--- src/rtl/flipper_axi_pkg.sv ---
// Shared AXI read-channel encodings, payload width and FSM state type.
package flipper_axi_pkg;

    localparam logic [1:0] AXI_BURST_FIXED = 2'b00;
    localparam logic [1:0] AXI_BURST_INCR  = 2'b01;
    localparam logic [1:0] AXI_BURST_WRAP  = 2'b10;
    localparam logic [1:0] AXI_BURST_RSVD  = 2'b11;

    localparam logic [1:0] AXI_RESP_OKAY   = 2'b00;
    localparam logic [1:0] AXI_RESP_SLVERR = 2'b10;

    localparam logic [2:0] AXI_SIZE_16B    = 3'b100;

    // R-channel payload is {rdata[127:0], rresp[1:0], rlast}
    localparam int R_PAYLOAD_W = 131;

    typedef enum logic [1:0] {
        ST_IDLE,
        ST_BURST,
        ST_DRAIN
    } rd_state_t;

    // Only 16-byte FIXED or INCR bursts ever touch the RAM
    function automatic logic burst_supported(input logic [1:0] burst, input logic [2:0] size);
        return (burst != AXI_BURST_WRAP) && (burst != AXI_BURST_RSVD) && (size == AXI_SIZE_16B);
    endfunction

endpackage

--- src/rtl/axi_r_skid_buf.sv ---
// Two-entry output buffer with bypass: an arriving beat is presented on the
// same cycle when empty and parked if the consumer is not ready.
module axi_r_skid_buf
    import flipper_axi_pkg::*;
#(
    parameter int W = R_PAYLOAD_W
) (
    input  logic         clk,
    input  logic         reset,
    input  logic         i_valid,
    output logic         o_ready,
    input  logic [W-1:0] i_data,
    output logic         o_valid,
    input  logic         i_ready,
    output logic [W-1:0] o_data
);

    logic [W-1:0] r_mem [2];
    logic         r_head;
    logic [1:0]   r_count;

    logic w_push;
    logic w_store;
    logic w_deq;
    logic w_tail;

    assign o_ready = (r_count != 2'd2);
    assign o_valid = (r_count != 2'd0) || i_valid;
    assign o_data  = (r_count != 2'd0) ? r_mem[r_head] : i_data;

    assign w_push  = i_valid && o_ready;
    assign w_store = w_push && !((r_count == 2'd0) && i_ready);
    assign w_deq   = (r_count != 2'd0) && i_ready;
    assign w_tail  = r_head ^ r_count[0];

    // Store parked beats and advance the read pointer; reset flushes everything
    always_ff @(posedge clk or posedge reset) begin
        if (reset) begin
            r_head  <= 1'b0;
            r_count <= 2'd0;
            for (int i = 0; i < 2; i++) begin
                r_mem[i] <= '0;
            end
        end else begin
            if (w_store) begin
                r_mem[w_tail] <= i_data;
            end
            if (w_deq) begin
                r_head <= ~r_head;
            end
            r_count <= r_count + {1'b0, w_store} - {1'b0, w_deq};
        end
    end

endmodule

--- src/rtl/efb_axi_read_slave.sv ---
// AXI read slave in front of a synchronous 128-bit RAM: one burst at a time,
// one beat per cycle, SLVERR for unsupported bursts and out-of-range words.
module efb_axi_read_slave
    import flipper_axi_pkg::*;
#(
    parameter int          DEPTH_LOG2 = 10,
    parameter logic [31:0] BASE_ADDR  = 32'h0000_0000
) (
    input  logic                  clk,
    input  logic                  reset,
    input  logic [31:0]           araddr_s,
    input  logic [1:0]            arburst_s,
    input  logic [3:0]            arlen_s,
    input  logic [2:0]            arsize_s,
    input  logic                  arvalid_s,
    output logic                  arready_s,
    output logic [127:0]          rdata_s,
    output logic [1:0]            rresp_s,
    output logic                  rlast_s,
    output logic                  rvalid_s,
    input  logic                  rready_s,
    output logic [DEPTH_LOG2-1:0] mem_addr,
    output logic                  mem_rd_en,
    input  logic [127:0]          mem_rdata
);

    rd_state_t r_state;
    rd_state_t w_next_state;

    logic [28:0]           r_idx;
    logic [3:0]            r_remain;
    logic                  r_fixed;
    logic                  r_burst_err;
    logic [1:0]            r_occ;
    logic                  r_pend_valid;
    logic                  r_pend_err;
    logic                  r_pend_last;
    logic [DEPTH_LOG2-1:0] r_mem_addr;

    logic                   w_ar_fire;
    logic [27:0]            w_start_idx;
    logic                   w_in_range;
    logic                   w_beat_err;
    logic                   w_issue;
    logic                   w_pop;
    logic                   w_pop_last;
    logic                   w_buf_in_ready;
    logic                   w_buf_out_valid;
    logic [R_PAYLOAD_W-1:0] w_buf_in_data;
    logic [R_PAYLOAD_W-1:0] w_buf_out_data;
    logic                   w_unused;

    // Byte offset within a 16-byte word never selects anything
    assign w_unused    = &{1'b0, araddr_s[3:0]};
    assign w_start_idx = araddr_s[31:4] - BASE_ADDR[31:4];

    assign arready_s  = (r_state == ST_IDLE) && !reset;
    assign w_ar_fire  = arvalid_s && arready_s;
    assign w_in_range = (r_idx[28:DEPTH_LOG2] == '0);
    assign w_beat_err = r_burst_err || !w_in_range;

    // r_occ counts beats issued but not yet accepted, including the RAM read in flight
    assign w_issue   = (r_state == ST_BURST) && (r_occ != 2'd2) && w_buf_in_ready;
    assign mem_rd_en = w_issue && !w_beat_err;
    assign mem_addr  = mem_rd_en ? r_idx[DEPTH_LOG2-1:0] : r_mem_addr;

    assign w_buf_in_data = r_pend_valid ?
        {(r_pend_err ? 128'd0 : mem_rdata),
         (r_pend_err ? AXI_RESP_SLVERR : AXI_RESP_OKAY),
         r_pend_last} : '0;

    assign {rdata_s, rresp_s, rlast_s} = w_buf_out_data;
    assign rvalid_s   = w_buf_out_valid;
    assign w_pop      = rvalid_s && rready_s;
    assign w_pop_last = w_pop && rlast_s;

    // State register
    always_ff @(posedge clk or posedge reset) begin
        if (reset) begin
            r_state <= ST_IDLE;
        end else begin
            r_state <= w_next_state;
        end
    end

    // Next state: leave BURST once the final beat is issued, leave DRAIN on the rlast handshake
    always_comb begin
        w_next_state = r_state;
        case (r_state)
            ST_IDLE:  if (w_ar_fire) w_next_state = ST_BURST;
            ST_BURST: if (w_issue && (r_remain == 4'd0)) w_next_state = ST_DRAIN;
            ST_DRAIN: if (w_pop_last) w_next_state = ST_IDLE;
            default:  w_next_state = ST_IDLE;
        endcase
    end

    // Burst context: capture on AR handshake, step per issued beat
    always_ff @(posedge clk or posedge reset) begin
        if (reset) begin
            r_idx       <= '0;
            r_remain    <= '0;
            r_fixed     <= 1'b0;
            r_burst_err <= 1'b0;
        end else if (w_ar_fire) begin
            r_idx       <= {1'b0, w_start_idx};
            r_remain    <= arlen_s;
            r_fixed     <= (arburst_s == AXI_BURST_FIXED);
            r_burst_err <= !burst_supported(arburst_s, arsize_s);
        end else if (w_issue) begin
            r_remain <= r_remain - 4'd1;
            if (!r_fixed) begin
                r_idx <= r_idx + 29'd1;
            end
        end
    end

    // Beat descriptor aligned with RAM latency, occupancy count and last RAM address
    always_ff @(posedge clk or posedge reset) begin
        if (reset) begin
            r_pend_valid <= 1'b0;
            r_pend_err   <= 1'b0;
            r_pend_last  <= 1'b0;
            r_occ        <= 2'd0;
            r_mem_addr   <= '0;
        end else begin
            r_pend_valid <= w_issue;
            r_pend_err   <= w_beat_err;
            r_pend_last  <= (r_remain == 4'd0);
            r_occ        <= r_occ + {1'b0, w_issue} - {1'b0, w_pop};
            if (mem_rd_en) begin
                r_mem_addr <= r_idx[DEPTH_LOG2-1:0];
            end
        end
    end

    axi_r_skid_buf #(
        .W(R_PAYLOAD_W)
    ) u_skid (
        .clk     (clk),
        .reset   (reset),
        .i_valid (r_pend_valid),
        .o_ready (w_buf_in_ready),
        .i_data  (w_buf_in_data),
        .o_valid (w_buf_out_valid),
        .i_ready (rready_s),
        .o_data  (w_buf_out_data)
    );

endmodule

--- config.mk ---
export PLATFORM = sky130hd
export DESIGN_NAME = efb_axi_read_slave
export DESIGN_NICKNAME = d
export VERILOG_FILES = /design/src/rtl/flipper_axi_pkg.sv /design/src/rtl/axi_r_skid_buf.sv /design/src/rtl/efb_axi_read_slave.sv
export SDC_FILE = /design/constraint.sdc
export NUM_CORES = 1
export LEC_CHECK = 0
export ABC_CLOCK_PERIOD_IN_PS = 22300
export CORE_ASPECT_RATIO = 0.8
export CORE_MARGIN = 2
export CORE_UTILIZATION = 31
export DETAILED_ROUTE_END_ITERATION = 7
export PLACE_DENSITY = 0.61
export SLEW_MARGIN = 20
export SYNTH_ARGS = -nofsm -noshare
export SYNTH_HDL_FRONTEND = slang
export SYNTH_SLANG_ARGS = --single-unit
--- constraint.sdc ---
create_clock -name clk -period 22.3 [get_ports clk]
set_input_delay 2.23 -clock clk [delete_from_list [all_inputs] [get_ports clk]]
set_output_delay 2.23 -clock clk [all_outputs]
set_load 0.02 [all_outputs]
==> metrics.md, run 1 <==
| Metric | Value |
|---|---|
| Power Dens Cells | `118.4 mW/mm²` |
| Grt met3 use | `0.03207` |
| Vias in the first global route | `13029` |
| Synthesis warning total | `0` |
| Final setup fails | `0` |
| Arrival time worst endpoint | `4.21 ns` |
| Main flop type after synthesis | `dfrtp_1` |
| Worst Path Max Fanout | `84` |
| Number of synthesized flops with an enable pin | `0` |
| Fin nets | `2121` |
| Seq cells post-synth | `315` |
| DP Area | `0.01866 mm²` |
| CP Launch Type | `register` |
| Buffers on Ports | `311` |
| Max-Cap Viols | `0` |
| Router iterations before antenna repair | `5` |
| Met2 usage | `0.2611` |
| Die H | `202.0 µm` |
| Fin area | `0.02003 mm²` |
| Vias per cell | `4.943` |
| Global-route wire length before repair | `67.25 mm` |
| Final Core Density | `0.4140` |
| Fin Clk Skew | `0.01480 ns` |
| Starting Density | `0.3140` |
| Post-synth cell types | `47` |
| Starting DRT DRC Count | `635` |
| CTS Root Buffer Type | `clkbuf_16` |
| Die width | `251.5 µm` |
| Share of cells above drive strength 1 | `0.05838` |
| Placer Congestion | `0.7794` |
| Worst-path clk slew | `approximately 0.060 ns` |
| Antenna-violating nets left | `0` |
| Commonest non-fill, non-tap cell in the layout | `nand2_1` |
| Static Leakage | `approximately 7.9 nW` |
| Pins Over Slew Limit | `0` |
| Slew @ Worst Pin | `1.015 ns` |
| CP endpoint kind | `primary output` |
| Tmin final | `6.439 ns` |
| DR WL/cell | `approximately 16 µm` |
| Fin Hold WS | `~0.47 ns` |
| Area delta synth->final | `31.84%` |
| RSZ-0062 raised after global routing | `no` |
| Relative slew slack | `0.3208` |
| Async S/R FF share, synth | `1.000` |
| Peak supply drop | `roughly 0.000056 V` |
| Grt total ovfl | `0` |
| Status | `finished, final reports clean` |
| Dpl cells | `roughly 2500` |
| GRT Total Usage | `0.1609` |
| Met1 usage | `0.2168` |
| Final period util | `0.2887` |
| Busiest metal layer after global routing | `met2` |
| Final hold vios | `0` |
| Initial antenna violation count | `2` |
| DP Wirelength | `26.01 mm` |
| IO Count | `317` |
| Largest net degree at the start of global routing | `117` |
| Final instance count without filler cells | `2600` |
| Avg Cell Area, Syn | `8.858 µm²` |
| Worst-Skew Late Latency | `0.54 ns` |
| Total number of vias | `~13000` |
| CTS Buffer Depth | `3` |
| Die area | `0.05081 mm²` |
| Core area | `0.04838 mm²` |
| PostCTS Resize Cnt | `0` |
| Fmax | `between 0.15 and 0.2 GHz` |
| Sequential area share after synthesis | `0.5189` |
| H-Tree Depth | `2` |
| Num rows | `72` |
| Setup TNS | `0 ns` |
| Worst hold path type | `register to register` |
| DRT Wirelength | `~41 mm` |
| Req. time, crit path | `20.07 ns` |
| CTS Hold Bufs | `0` |
| # DRC | `0` |
| Final worst slack | `about 16 ns` |
| Netlist Area Pre-Place | `roughly 0.015 mm²` |
| CTS tree | `done` |
| Commonest cells after routing, fill and taps aside | `nand2_1 (421), dfrtp_1 (314), clkdlybuf4s50_1 (311)` |
| Post-Syn Instances | `around 1700` |
| Post-CTS Setup Inserts | `0` |
| Pwr Total | `2.371 mW` |
| Sink Count | `approximately 320` |
| Post-synth net total | `1895` |
| Placement-stage worst setup slack | `approximately 16 ns` |
| CTS buffer count | `37` |
| WS Path Type | `register to primary output` |
cells in the mapped netlist (2+ instances only):
cell type | n | area share
nand2_1 | 422 | 0.10
dfrtp_1 | 315 | 0.52
o21ai_0 | 280 | 0.092
a21oi_1 | 133 | 0.044
a211oi_1 | 131 | 0.065
nor2b_1 | 131 | 0.054
clkbuf_1 | 100 | 0.025
buf_2 | 34 | 0.011
xor2_1 | 16 | 0.0092
mux2_2 | 15 | 0.011
xnor2_1 | 15 | 0.0086
nand3_1 | 14 | 0.0046
nor2_1 | 12 | 0.0030
nand4_1 | 11 | 0.0045
inv_1 | 9 | 0.0022
and2_1 | 7 | 0.0029
ha_1 | 7 | 0.0058
nor3_1 | 6 | 0.0020
nor4_1 | 6 | 0.0025
and4_1 | 5 | 0.0029
nor4_2 | 5 | 0.0041
and3_1 | 4 | 0.0016
o21ai_1 | 4 | 0.0013
buf_1 | 3 | 0.00074
mux2i_1 | 3 | 0.0020
a31o_2 | 2 | 0.0012
buf_4 | 2 | 0.00099
nand2b_1 | 2 | 0.00082
nor4_4 | 2 | 0.0028
or2_2 | 2 | 0.00082
layer usage:
metal / vias up / wire (µm)
met2: 269 / 18780
met4: 0 / 940
met1: 6175 / 19150
li1: 6344 / -
met5: - / 0
met3: 64 / 2166
critical path, stage by stage (launching register included):
cell             delay (ns)
dfrtp_1                0.49
nor2_4                 0.70
buf_4                  0.82
buf_4                  0.61
a211oi_1               0.10
a21oi_1                0.18
clkdlybuf4s50_1        0.72
cell type report:
cell class	count	area, µm²
flip-flops and latches	315	7886
multi-input cells	1251	6723
repair buffers	327	3257
fillers	4713	28350
inverters	9	41.29
well taps	629	787.0
clock inverters	12	192.7
clock buffers	56	1140
diodes	1	2.502
state kept, by name, summed over array words and instances, names as in the netlist, 2 cells and up:
signal          count
r_occ               2
u_skid.r_count      2
r_mem_addr         10
r_remain            4
r_state             2
r_idx              29
u_skid.r_mem      260
cell families (layout without fill, tap and decap cells):
| kind of cell | after synthesis | in the layout | synth area share |
|---|---|---|---|
| flip-flops | 315 | 315 | 0.5189 |
| other | 1 | 2 | 0.0002468 |
| AO/OA/AOI/OAI | 555 | 555 | 0.2057 |
| adder cells (fa/ha/maj) | 7 | 7 | 0.005765 |
| multiplexers | 18 | 18 | 0.01309 |
| XOR/XNOR | 31 | 31 | 0.01787 |
| buffers and inverters | 149 | 404 | 0.04060 |
| AND/OR/NAND/NOR | 639 | 639 | 0.1978 |
path summary, 6_finish.rpt:
kind | start | endpoint | slack [ns] | cells after the start
setup reg to reg | u_skid.r_head$_DFFE_PP0P_ | u_skid.r_mem[32]$_DFFE_PP0P_ | 18.91 | 4
setup / recovery | u_skid.r_count[0]$_DFF_PP0_ | rdata_s[127] | 15.86 | 6
max in group asynchronous | reset | u_skid.r_mem[195]$_DFFE_PP0P_ | 17.81 | 4
hold / removal | u_skid.r_mem[230]$_DFFE_PP0P_ | u_skid.r_mem[230]$_DFFE_PP0P_ | 0.47 | 2
hold reg to reg | u_skid.r_mem[230]$_DFFE_PP0P_ | u_skid.r_mem[230]$_DFFE_PP0P_ | 0.47 | 2
min in group asynchronous | reset | r_state[0]$_DFFE_PP0P_ | 2.28 | 2
power breakdown:
| part | internal, mW | leakage [nW] | switching, mW |
|---|---|---|---|
| Combinational | 0.389 | 2.99 | 0.638 |
| Sequential | 0.613 | 4.30 | 0.0758 |
| Clock | 0.411 | 0.660 | 0.243 |
| Total | 1.41 | 7.95 | 0.957 |
(Power assumes the default switching activity.)
==> inputs of run 2 (changes only) <==
--- a/config.mk
+++ b/config.mk
@@ -5,12 +5,12 @@
 export SDC_FILE = /design/constraint.sdc
 export NUM_CORES = 1
 export LEC_CHECK = 0
-export ABC_CLOCK_PERIOD_IN_PS = 22300
+export ABC_CLOCK_PERIOD_IN_PS = 5900
 export CORE_ASPECT_RATIO = 0.8
 export CORE_MARGIN = 2
 export CORE_UTILIZATION = 31
 export DETAILED_ROUTE_END_ITERATION = 7
-export PLACE_DENSITY = 0.61
+export PLACE_DENSITY = 0.63
 export SLEW_MARGIN = 20
 export SYNTH_ARGS = -nofsm -noshare
 export SYNTH_HDL_FRONTEND = slang
==> constraint.sdc (replaced) <==
create_clock -name clk -period 5.9 [get_ports clk]
set_input_delay 0.59 -clock clk [delete_from_list [all_inputs] [get_ports clk]]
set_output_delay 0.59 -clock clk [all_outputs]
set_load 0.02 [all_outputs]
==> run 2 against run 1 <==
  * Largest power group unchanged
  * Clock skew grew 0.0093 ns
  * Critical path type unchanged
  * Die area is the same
  * Clock-buffer cell count shrank 6
  * Critical path depth is the same
  * Non-clock buffer count shrank 2
  * Routed wire length shrank 0.11%
  * Sequential share of layout area grew 0.47 points
==> metrics.md, run 2 (synthesized netlist as in run 1, its figures left out) <==
| Metric | Value |
|---|---|
| Status | `finished, final reports clean` |
| Arrival time worst endpoint | `3.40 ns` |
| End of the worst hold path | `u_skid.r_mem[153]$_DFFE_PP0P_` |
| Commonest non-fill, non-tap cell in the layout | `nand2_1` |
| Placement-stage worst setup slack | `2.445 ns` |
| Power Dens Cells | `432.0 mW/mm²` |
| GRT Total Usage | `0.1607` |
| Max reg flops | `260` |
| Peak supply drop | `0.0002674 V` |
| Buffers on Ports | `311` |
| CTS tree | `done` |
| DP Wirelength | `25.90 mm` |
| Router iterations before antenna repair | `5` |
| Global-route wire length before repair | `67.19 mm` |
| DR WL/cell | `15.86 µm` |
| # DRC | `0` |
| Core area | `~0.048 mm²` |
| Antenna-violating nets left | `0` |
| CTS Hold Bufs | `0` |
| Placer Congestion | `about 0.78` |
| Worst-path clk slew | `0.06 ns` |
| Final setup fails | `0` |
| Final worst slack | `1.912 ns` |
| Vias in the first global route | `12889` |
| Area delta synth->final | `30.29%` |
| WS Path Type | `register to primary output` |
| Sink Count | `approximately 320` |
| RSZ-0062 raised after global routing | `no` |
| Slew @ Worst Pin | `just over 1 ns` |
| Origin of the worst min-delay path | `u_skid.r_mem[153]$_DFFE_PP0P_` |
| Max-Cap Viols | `0` |
| Initial antenna violation count | `1` |
| CP Launch Type | `register` |
| Post-CTS Setup Inserts | `0` |
| Top Registers | `u_skid.r_mem: 260 flops, r_idx: 29 flops, r_mem_addr: 10 flops` |
| ANT cells | `0` |
| PostCTS Resize Cnt | `0` |
| Worst hold path type | `register to register` |
| Total number of vias | `~13000` |
| Final hold vios | `0` |
| DP Area | `0.01876 mm²` |
| Filler cells | `4772` |
| Top reg by flops | `u_skid.r_mem` |
| CTS Buffer Depth | `3` |
| Reg area | `0.007886 mm²` |
| H-Tree Depth | `2` |
| WHS Path Cells | `2` |
| Starting DRT DRC Count | `800` |
| Reg2reg path depth | `4` |
| CTS Root Buffer Type | `clkbuf_16` |
| Final period util | `0.6760` |
| Commonest cells after routing, fill and taps aside | `nand2_1 (421), dfrtp_1 (314), clkdlybuf4s50_1 (311)` |
| Worst reg-to-reg setup slack | `2.64 ns` |
| Static Leakage | `just under 8 nW` |
| Pins Over Slew Limit | `0` |
| Relative slew slack | `0.3150` |
| Vias per cell | `around 5` |
| Req. time, crit path | `5.31 ns` |
| Num rows | `72` |
| Starting Density | `0.3140` |
| Die H | `a little over 200 µm` |
| Fin area | `between 0.015 and 0.02 mm²` |
| Share of cells above drive strength 1 | `0.04962` |
| Tmin final | `3.988 ns` |
| Reg2Reg Capture Point | `u_skid.r_mem[30]$_DFFE_PP0P_` |
| Setup TNS | `0 ns` |
| Fmax | `0.2507 GHz` |
| CTS buffer count | `35` |
| IO Count | `317` |
| Die area | `0.05081 mm²` |
| R2R Path Start | `u_skid.r_head$_DFFE_PP0P_` |
| Fin nets | `2117` |
| Largest net degree at the start of global routing | `165` |
| DRT Wirelength | `41.00 mm` |
| Die width | `251.5 µm` |
| Pwr Total | `8.551 mW` |
| Grt total ovfl | `0` |
| Worst Path Max Fanout | `11` |
| Fin Clk Skew | `between 0.02 and 0.025 ns` |
| Worst-Skew Late Latency | `0.54 ns` |
| Area of the multi-input gates | `0.006723 mm²` |
| CP endpoint kind | `primary output` |
run 2: critical path, cell delays in order (launching register included):
cell             delay [ns]
dfrtp_1                0.42
nor4_1                 0.30
and3_1                 0.22
nand3_1                0.16
nor2_1                 0.78
mux2_2                 0.44
clkdlybuf4s50_1        0.55
run 2: final cells by class:
type,instances,area share
Clock inverter,5,0.001264
Sequential cell,315,0.3984
Clock buffer,50,0.05076
Tap cell,629,0.03976
Inverter,9,0.001896
Timing Repair Buffer,325,0.1683
Multi-Input combinational cell,1251,0.3396
run 2: per-stage QoR:
step,hold slack (ns),util,cells
finish,0.4674,0.4092,2584
global route,0.4942,0.4092,2584
CTS,0.4748,0.4092,2584
detailed placement,0.4622,0.3879,2529
global placement,0.4531,0.3879,2529
floorplan,0.4367,-,1715
run 2: how the worst max path moves through the flow:
| stage | start | end | slack, ns |
|---|---|---|---|
| finish | r_idx[25]$_DFFE_PP0P_ | mem_addr[0] | 1.91 |
| global placement | u_skid.r_count[1]$_DFF_PP0_ | mem_addr[1] | 2.47 |
| floorplan | reset | r_burst_err$_DFFE_PP0P_ | 1.11 |
| detailed placement | u_skid.r_count[0]$_DFF_PP0_ | mem_addr[0] | 2.44 |
| global route | r_idx[25]$_DFFE_PP0P_ | mem_addr[4] | 1.71 |
| CTS | u_skid.r_count[0]$_DFF_PP0_ | mem_addr[0] | 1.85 |
run 2: power by group:
group	internal [mW]	switching [mW]
Combinational	1.51	2.41
Clock	1.17	0.854
Sequential	2.32	0.284
run 2: layer usage:
layer	global-route usage	wire length (µm)
met4	0.04868	890
met5	0	13
met3	0.03812	2460
met2	0.2526	18400
met1	0.2199	19230
